===== src/rtl/pattern_scan_ctrl.sv =====
// Round-robin scheduler feeding four 8-bit request channels into one serial
// overlapping "1101" detector, reporting match count and positions per frame.
module pattern_scan_ctrl (
  input  logic        sys_clk,
  input  logic        sys_rst_n,
  input  logic [3:0]  req,
  input  logic [31:0] data,
  output logic [3:0]  ack,
  output logic        busy,
  output logic        res_valid,
  output logic [1:0]  res_ch,
  output logic [2:0]  res_cnt,
  output logic [7:0]  res_pos
);

  typedef enum logic [1:0] {
    IDLE,
    SHIFT,
    REPORT
  } ctrl_state_t;

  typedef enum logic [1:0] {
    S0,
    S1,
    S2,
    S3
  } det_state_t;

  ctrl_state_t state;
  det_state_t  det_state;
  det_state_t  det_next;
  logic        det_match;

  logic [7:0]  shift_reg;
  logic [2:0]  bit_cnt;
  logic [1:0]  last_ch;

  logic        grant_valid;
  logic [1:0]  grant_ch;
  logic [1:0]  cand;

  // Search from the farthest offset to the nearest so the channel right after
  // last_ch wins; last_ch itself is considered last.
  always_comb begin
    grant_valid = 1'b0;
    grant_ch    = last_ch;
    cand        = last_ch;
    for (int i = 4; i >= 1; i--) begin
      cand = last_ch + 2'(i);
      if (req[cand]) begin
        grant_valid = 1'b1;
        grant_ch    = cand;
      end
    end
  end

  always_comb begin
    det_next  = S0;
    det_match = 1'b0;
    if (shift_reg[7]) begin
      unique case (det_state)
        S0: det_next = S1;
        S1: det_next = S2;
        S2: det_next = S2;
        S3: begin
          det_next  = S1;
          det_match = 1'b1;
        end
        default: det_next = S0;
      endcase
    end else begin
      unique case (det_state)
        S2:      det_next = S3;
        default: det_next = S0;
      endcase
    end
  end

  // Priority pointer resets to channel 3 so that channel 0 is searched first.
  always_ff @(posedge sys_clk or negedge sys_rst_n) begin
    if (!sys_rst_n) begin
      state     <= IDLE;
      det_state <= S0;
      shift_reg <= 8'd0;
      bit_cnt   <= 3'd0;
      last_ch   <= 2'd3;
      ack       <= 4'd0;
      busy      <= 1'b0;
      res_valid <= 1'b0;
      res_ch    <= 2'd0;
      res_cnt   <= 3'd0;
      res_pos   <= 8'd0;
    end else begin
      ack       <= 4'd0;
      res_valid <= 1'b0;
      case (state)
        IDLE: begin
          if (grant_valid) begin
            ack       <= 4'b0001 << grant_ch;
            shift_reg <= data[{grant_ch, 3'b000} +: 8];
            res_ch    <= grant_ch;
            last_ch   <= grant_ch;
            res_cnt   <= 3'd0;
            res_pos   <= 8'd0;
            det_state <= S0;
            bit_cnt   <= 3'd7;
            busy      <= 1'b1;
            state     <= SHIFT;
          end
        end
        SHIFT: begin
          det_state <= det_next;
          shift_reg <= {shift_reg[6:0], 1'b0};
          bit_cnt   <= bit_cnt - 3'd1;
          if (det_match) begin
            res_cnt          <= res_cnt + 3'd1;
            res_pos[bit_cnt] <= 1'b1;
          end
          if (bit_cnt == 3'd0) begin
            res_valid <= 1'b1;
            state     <= REPORT;
          end
        end
        REPORT: begin
          busy  <= 1'b0;
          state <= IDLE;
        end
        default: begin
          busy  <= 1'b0;
          state <= IDLE;
        end
      endcase
    end
  end

endmodule


===== config.mk =====
export PLATFORM = sky130hd
export DESIGN_NAME = pattern_scan_ctrl
export DESIGN_NICKNAME = d
export VERILOG_FILES = /design/src/rtl/pattern_scan_ctrl.sv
export SDC_FILE = /design/constraint.sdc
export NUM_CORES = 1
export LEC_CHECK = 0
export ABC_AREA = 1
export CORE_ASPECT_RATIO = 0.75
export CORE_UTILIZATION = 49
export DETAILED_ROUTE_END_ITERATION = 8
export PLACE_DENSITY_LB_ADDON = 0.12
export RECOVER_POWER = 25
export SYNTH_ARGS = -nofsm -noshare
export SYNTH_HDL_FRONTEND = slang
export SYNTH_SLANG_ARGS = --single-unit

===== constraint.sdc =====
create_clock -name sys_clk -period 1.93 [get_ports sys_clk]
set_input_delay 0.193 -clock sys_clk [delete_from_list [all_inputs] [get_ports sys_clk]]
set_output_delay 0.193 -clock sys_clk [all_outputs]
set_load 0.01 [all_outputs]

# == After elaboration in Yosys (flattened, before gate mapping) ==
# Cells that the tools add are included.
# Widths: inputs -> output; s select.
# word_totals
elab_cells,88
register_bits,36
# classes
magnitude_cmp,6
n_addsub,5
muxes,43
n_eq_ne,7
reduce_logical,12
shift,2
n_bitwise,2
# op_table
cell,n
$pmux 8 s2,2
$shiftx 32x6->8,1
$mux 8,3
$mux 2,8
$mux 1,14
$lt 2x3->1 const B,4
$pmux 2 s2,3
$pmux 3 s2,2
$mux 3,3
$bmux 1 s2,4
$mux 4,2
$or 8x8->8,1
$reduce_and 2->1,4
$ne 2x2->1 const B,3
$add 2x2->2 const B,2
$eq 2x1->1 const B,2
$eq 2x2->1 const B,2
$logic_not 2->1,2
$lt 3x4->1 const B,1
$reduce_or 2->1,2
$shl 1x2->4 const A,1
$add 3x1->3 const B,1
$demux 1 s3,1
$ge 3x1->1 const B,1
other kinds (8),8

# == Depth between registers and ports, before layout ==
# Gate-level depths: netlist (run 1).
# logic_depth
ltp_word,9
depth_mapped,16
depth_no_buf,14

# == Worst setup path before layout (run 1) ==
# OpenSTA, ideal clock, no wires.
# synth_path
kind,reg-to-reg
startpoint,register last_ch[0]
endpoint,register shift_reg[0]
t_arrival_ns,1.617
setup_time_ns,0.117
path_buffers,2
slack_ns,0.196
stages_incl_launch_ff,16
cell_sequence,dfstp_2 buf_6 inv_8 nand2_4 nand2_4 nand2_1 nand2_2 nand2_4 nand2_2 nand2_4 nand2_4 buf_6 nand2_1 nand3_1 nand3_1 nand2_1
# synth_via
elab_chain_cells,9
# synth_lines
item,line_no,source
start: declaration,36,logic [1:0] last_ch;
start signal: assignment,102,last_ch <= grant_ch;
$add 2x2->2,49,cand = last_ch + 2'(i);
$bmux 1 s2,50,if (req[cand]) begin
$mux 1 (not written as such),50,
$mux 2 (3 in a row),50,
$shiftx 32x6->8,100,"shift_reg <= data[{grant_ch, 3'b000} +: 8];"
$mux 8,98,if (grant_valid) begin
$pmux 8 s2,96,case (state)
end signal: assignment,100,
end signal: assignment,113,"shift_reg <= {shift_reg[6:0], 1'b0};"
end: declaration,34,logic [7:0] shift_reg;
# Several ways; a longest one is shown, not always the timed one. The select of a mux whose other input is x is not followed.
# A chain may end at the register's enable or synchronous reset.

# == Worst setup path in the final report (run 1) ==
# layout_path
startpoint,register last_ch[0]
endpoint,register shift_reg[6]
# Same word-level chain as after synthesis.

==> summary.txt, run 1 <==
Status
  – Status: complete, no violations

Power
  – Clk network pwr share: 9.9%
  – Pint: 2.96 mW
  – Net Sw Frac: 47.5%
  – Sequential power share: 22.8%
  – VDD IR max: 1.20 mV
  – P per Cell Area: 1750 mW/mm²
  – Final Power: 5.64 mW
  – NetSw: approximately 2.7 mW
  – Leakage power: 1.67 nW
  – Comb power frac: around two thirds

CTS
  – Clk Latency, worst-skew pair: 0.29 ns
  – CTS tree: done
  – Number of buffers created by CTS: 5
  – Clock-pin slew on the worst setup and hold paths: 0.07 ns
  – Num Clock Sinks: 36
  – Bufs on Longest Clock Path: 2
  – CTS root buf: clkbuf_8
  – H-tree lvl count: 2

Setup path
  – Worst setup path end: shift_reg[6]
  – RR Endpoint: shift_reg[6]
  – Critical Path Source: last_ch[0]
  – Crit end category: register
  – Reg-to-Reg Start: last_ch[0]
  – Buf/Inv on CP: 3
  – Slowest stage delay, CP: roughly 0.57 ns
  – Most used cell, CP: nand2_2
  – Crit Path Class: register to register
  – Worst Path Arrival: 2.10 ns
  – Worst path cell trace: buf_6, clkinv_8, nand2_2, nand2_2, nand2_2, nand2_2, nand2_4, nand2_4, nand2_8, clkbuf_16, nand3_1, nand3_1, nand2_1, nand2_1, nand2_1
  – Crit-path max FO: 8
  – Crit. path cell count: 15
  – Slowest CP cell: dfstp_2
  – Worst Reg-to-Reg Cells: 15
  – Worst setup SP type: register
  – Worst path required time: 2.11 ns
  – Crit path max-delay family: simple AND/OR/NAND/NOR gates
  – R2r setup slk: around 0.013 ns

GRT
  – Antenna violations before repair: 0
  – Grt ovf: 0
  – First-pass GRT wire length: 8110 µm
  – Largest net degree at the start of global routing: 37
  – Total global-route track usage: between 20 and 25%
  – Vias in the first global route: 1868

Place
  – Detailed Place HPWL: 3590 µm
  – Worst slack, placed: -0.0329 ns
  – Placer Congestion: a little under 0.8
  – IO buf count: between 50 and 60
  – # placed instances: 408

Synth
  – Yosys warns: 0
  – Post-synthesis cell area: around 0.0022 mm²
  – Syn nets: 339
  – Register bit total from synthesis: 36
  – Synth Instances: 296
  – Syn Area/Cell: 7.45 µm²
  – Synth cell types: 27
  – Sequential area share after synthesis: 41.0%

STA
  – Worst hold slack: approximately 0.50 ns
  – Final Hold Viols: 0
  – Final WS setup: 0.0130 ns
  – Final worst path period share: 99.3%
  – Unrepaired setup endpoints after global routing: yes
  – Period minus WS final: between 1.5 and 2 ns
  – Slew @ Worst Pin: just under 0.9 ns
  – Max Freq: around 520 MHz
  – Rel. slew slack: a little over two fifths
  – Pins over their slew limit: 0
  – Final setup viols: 0
  – Skew final: 0.00506 ns

Detailed routing
  – Final wirelength: about 5200 µm
  – Routed length per instance: 12.2 µm
  – Antenna-violating nets left: 0
  – Via/cell ratio: 4.96
  – DRT iter0 DRCs: 127
  – Routed via count: between 2000 and 2500
  – DRC: 0
  – Drt pass-1 iters: 4

Min path
  – Hold Path Class: register to register
  – Hold depth: 2

Floorplanning
  – Die Y: 60.1 µm
  – Initial core utilization: roughly 53%
  – Die ar.: between 0.004 and 0.005 mm²
  – I/O pin count: 57
  – Die width: 79.5 µm
  – Rows: 20
  – Core Area: ~0.0042 mm²

Final layout
  – Commonest non-fill, non-tap cells in the layout: inv_1 (62), nand2_1 (56), clkdlybuf4s50_1 (55), dfrtp_1 (34), nand3_1 (31)
  – P&R area growth vs syn: 46.1%
  – Final std cells w/o fill: 427
  – Layout Utilization: 77.1%
  – Most common cell after layout, fill and taps aside: inv_1
  – Layout cell share with drive strength beyond 1: 21.8%
  – Total Nets Final: 414
  – Diode count: 0

Run
  – Max cap viols: 0
-- synthesized netlist by cell type, drive strengths merged --
master   number  area (µm²)
a41oi         2        17.5
xor2          1        8.76
a21oi         6        30.0
inv          68         263
o22ai         7        43.8
nand4         7        43.8
clkinv        1        3.75
nand3        39         213
buf           7        50.1
nand2        91         444
dfrtp        34         851
a31oi         1        6.26
o21ai        10        50.1
ha            5        62.6
nor2         13        48.8
o2111ai       1        8.76
a22oi         1        7.51
dfstp         2        52.6
-- metal layers --
| layer | vias up | part of all wire (%) | global-route usage, % |
|---|---|---|---|
| li1 | 1072 | - | - |
| met1 | 990 | 48 | 30.3 |
| met2 | 50 | 47 | 35.9 |
| met3 | 4 | 4.5 | 4.89 |
| met4 | 0 | 0.54 | 5.97 |
| met5 | - | 0 | 0 |
-- logic make-up (layout without fill, tap and decap cells) --
logic type	count (synthesis)	count (layout)	share of synthesized area, %
XOR/XNOR	1	1	0.397
flip-flops	36	36	41.0
AND/OR/NAND/NOR	150	150	34.0
AO/OA/AOI/OAI	28	28	7.44
adder cells (fa/ha/maj)	5	5	2.84
buffers and inverters	76	152	14.4
-- per-stage QoR --
stage	setup TNS, ns	area [µm²]
after floorplan	0	2200
after global placement	0	2870
after detailed placement	-0.0980	2870
after CTS	0	2990
after global routing	-0.818	3220
final	0	3220
-- worst reg2reg max path, cell delays in order (launching register included) --
cell and delay (ns):
dfstp_2 0.57, buf_6 0.15, clkinv_8 0.09, nand2_2 0.08, nand2_2 0.08, nand2_2 0.07
nand2_2 0.06, nand2_4 0.08, nand2_4 0.07, nand2_8 0.12, clkbuf_16 0.16, nand3_1 0.06
nand3_1 0.08, nand2_1 0.05, nand2_1 0.05, nand2_1 0.04
-- power by group through the flow --
stage | sequential (mW) | combinational (mW) | clock [mW]
after global placement | 1.30 | 3.02 | 0
after detailed placement | 1.31 | 3.10 | 0
after CTS | 1.26 | 3.21 | 0.559
after global routing | 1.32 | 4.20 | 0.585
final | 1.28 | 3.80 | 0.559
after floorplan | 1.29 | 2.19 | 0
-- cell type report --
cell class,instances,area [µm²]
clock inverters,1,7.51
fillers,290,958
flip-flops and latches,36,903
multi-input cells,184,1120
well taps,55,68.8
inverters,69,283
clock buffers,7,86.3
repair buffers,74,739
repair inverters,1,7.51
-- timing repair --
item,CTS,global route
buffers inserted,4,5
pin swaps,0,10
hold buffers,0,0
setup endpoints to repair,8,22
cloned,0,2
gates resized for setup,0,37
-- worst min path at each step --
stage	from	endpoint
3_3_place_gp	state[1]	busy
4_1_cts	sys_rst_n	busy
5_1_grt	res_ch[1]	res_ch[1]
6_report	shift_reg[0]	shift_reg[0]
2_1_floorplan	sys_rst_n	ack[0]
3_5_place_dp	shift_reg[0]	shift_reg[0]
Power figures use the tool's default switching activity.
==> inputs of run 2 (changes only) <==
Settings changed: ABC_AREA 1 to 0, CORE_UTILIZATION 49 to 46.
==> summary.txt, run 2 <==
Power
  – P per Cell Area: 1340 mW/mm² (-23%)
  – Leakage power: 1.14 nW (-32%)
  – VDD IR max: 0.668 mV (-44%)

Status
  – Failing checks: hold timing
  – Status: complete, but fails checks

Final layout
  – Final Instance Area: 0.00256 mm² (-20%)
  – Layout Utilization: 68.3% (-8.8 points)
  – Most common cell after layout, fill and taps aside: clkdlybuf4s50_1
  – Footprint of the multi-input gates: 871 µm² (-23%)
  – Diode count: 0 (unchanged)
  – P&R area growth vs syn: 39.2%
  – Total Nets Final: 276 (-33%)
  – Storage cell area: 903 µm² (unchanged)
  – Fill count: 312 (+7.6%)
  – Commonest non-fill, non-tap cells in the layout: clkdlybuf4s50_1 (55), dfrtp_1 (34), nor2_1 (24), nand2_1 (15), mux2i_1 (14)
  – Layout cell share with drive strength beyond 1: 13.2% (-8.5 points)

Floorplanning
  – Core Area: 0.00376 mm² (-10%)
  – Die width: 75.1 µm (-5.5%)
  – Rows: 19 (-5.0%)
  – I/O pin count: 57 (unchanged)
  – Die ar.: 0.00427 mm² (-11%)
  – Initial core utilization: 49.1% (-3.7 points)
  – Die Y: 56.8 µm (-5.5%)

STA
  – Final setup viols: 0 (unchanged)
  – Unrepaired setup endpoints after global routing: no
  – Period minus WS final: 1.87 ns (-0.0459 ns)
  – Max Freq: 534 MHz (+2.5%)
  – Rel. slew slack: 47.5% (+5.8 points)
  – Skew final: 0.00627 ns (+0.00121 ns)
  – Worst hold slack: -0.0183 ns (-0.516 ns)
  – Aggregate negative setup slack: 0 ns (unchanged)
  – Slew @ Worst Pin: 0.787 ns (-0.0866 ns)
  – Final worst path period share: 96.9% (-2.4 points)
  – Pins over their slew limit: 0 (unchanged)
  – Final WS setup: 0.0590 ns (+0.0459 ns)
  – Final Hold Viols: 34 (+34)

CTS
  – H-tree lvl count: 2 (unchanged)
  – Clock-pin slew on the worst setup and hold paths: 0.07 ns (about the same)
  – Num Clock Sinks: 36 (unchanged)
  – Hold-fix buffers at CTS: 0 (unchanged)
  – CTS root buf: clkbuf_8
  – CTS tree: done
  – Number of buffers created by CTS: 5 (unchanged)
  – Clk Latency, worst-skew pair: 0.29 ns (about the same)
  – Bufs on Longest Clock Path: 2 (unchanged)

Place
  – Placer Congestion: 0.770 (-0.35%)
  – Area post-placement: 0.00247 mm² (-14%)
  – Detailed Place HPWL: 2970 µm (-17%)
  – IO buf count: 56 (unchanged)
  – Worst slack, placed: -0.117 ns (-0.0842 ns)

Setup path
  – Crit Path Class: register to register
  – Crit end category: register
  – Worst Path Arrival: 2.03 ns (-0.07 ns)
  – Worst path required time: 2.09 ns (-0.02 ns)
  – Crit-path max FO: 21 (+13)
  – Worst setup SP type: register

Synth
  – Post-synth EDFFs: 0 (unchanged)
  – Syn nets: 216 (-36%)
  – Sequential area share after synthesis: 49.0% (+8.0 points)
  – Area leader, netlist: dfrtp_1
  – Syn Area/Cell: 10.7 µm² (+43%)
  – Top-area cell type share of the netlist area: 46.2% (+7.6 points)
  – Synth Instances: 173 (-42%)
  – Most numerous cell in the Yosys netlist: dfrtp_1
  – Dominant synthesized flop cell: dfrtp_1
  – Register bit total from synthesis: 36 (unchanged)
  – Yosys warns: 0 (unchanged)
  – Synth cell types: 35 (+30%)
  – Post-synthesis cell area: 0.00184 mm² (-16%)
  – Post-synthesis async set-or-reset flop share: 100% (unchanged)
  – Synth top area cells: dfrtp_1 (46%), mux2i_1 (9.8%), nor2_1 (4.9%)
  – Post-synth top cells: dfrtp_1 (34), nor2_1 (24), mux2i_1 (18)

Detailed routing
  – Routed length per instance: 14.2 µm (+16%)
  – DRT iter0 DRCs: 85 (-33%)
  – Final wirelength: 4050 µm (-22%)
  – Routed via count: 1528 (-28%)
  – Via/cell ratio: 5.34 (+7.8%)
  – Antenna-violating nets left: 0 (unchanged)
  – Drt pass-1 iters: 4 (unchanged)
  – DRC: 0 (unchanged)

GRT
  – Vias in the first global route: 1443 (-23%)
  – Antenna violations before repair: 0 (unchanged)
  – First-pass GRT wire length: 6820 µm (-16%)
  – Total global-route track usage: 21.9% (-0.30 points)
  – Grt ovf: 0 (unchanged)
  – Largest net degree at the start of global routing: 37 (unchanged)

Run
  – Max cap viols: 0 (unchanged)

Min path
  – Hold Path Class: input pin to asynchronous set/reset pin
==> run 2: changes by cell type in the layout (fill, tap and decap cells not counted), moves of 14 or more <==
cell     delta
inv_1      -56
nand2_2    -18
nand3_1    -26
nand2_4    -14
mux2i_1    +14
nand2_1    -41
==> run 2: through the flow <==
step | cells | power [mW] | hold WS (ns)
floorplan | 173 | 2.37 | -0.103
global placement | 278 | 2.83 | 0.313
detailed placement | 278 | 2.91 | 0.327
CTS | 286 | 3.43 | 0.0134
global route | 286 | 3.72 | 0.0474
finish | 286 | 3.44 | -0.0183
==> run 2: metal layers <==
metal  wire length, µm  track usage [%]  share of wire, %  vias up
met5                 0                0                 0        -
met4                70             8.89               1.7        0
met3               191             5.75               4.7        7
met2              1980             34.5                49       41
met1              1810             28.5                45      747
li1                  -                -                 -      733
==> run 2: kinds of logic after synthesis <==
family,synth area share (%)
buffers and inverters,4.55
AOI/OAI and AO/OA,19.4
xor gates and xnor gates,0.475
and+or+nand+nor,13.4
muxes,9.78
DFF,49.0
adders and majority gates,3.39
==> run 2: cell type report <==
type / count / area share [%]
clock buffer: 7 / 2.98
tap: 52 / 2.54
sequential: 36 / 35.2
multi-input combinational: 122 / 34.0
timing repair buffer: 61 / 24.1
clock inverter: 1 / 0.195
inverter: 7 / 1.02
==> run 2: what timing repair did <==
item | in CTS | in global routing
gates resized for setup | 0 | 4
buffers inserted | 0 | 0
endpoints found under the setup margin | 0 | 2
==> run 2: report_power, final <==
part,internal [mW],switching [mW],leakage [nW]
clock network,0.253,0.263,0.0422
registers,1.03,0.211,0.457
logic,0.842,0.843,0.643
total,2.12,1.32,1.14
==> run 2: worst paths after layout <==
| check | start | end | slack (ns) | cells after the start |
|---|---|---|---|---|
| worst min-delay path | sys_rst_n | res_cnt[1] | -0.02 | 1 |
| worst min register to register | res_pos[0] | res_pos[0] | 0.49 | 2 |
| worst max register to register | last_ch[0] | shift_reg[5] | 0.06 | 6 |
| max in group asynchronous | sys_rst_n | res_pos[0] | 1.45 | 1 |
| min in group sys_clk | res_pos[0] | res_pos[0] | 0.49 | 2 |
| worst max-delay path | last_ch[0] | shift_reg[5] | 0.06 | 6 |
==> run 2: worst max-delay path, stage by stage (launching register included) <==
cell and delay (ns):
dfstp_2 0.59, nor2b_2 0.06, o21ba_2 0.22, a221oi_4 0.23
buf_12 0.23, mux2i_1 0.28, o221ai_2 0.11
==> inputs of run 3 (changes only) <==
Settings changed: SKIP_CTS_REPAIR_TIMING from default to 1, TNS_END_PERCENT from default to 10.
==> results of run 3 <==
The final DEF is identical to that of run 2; final timing and power are the same.
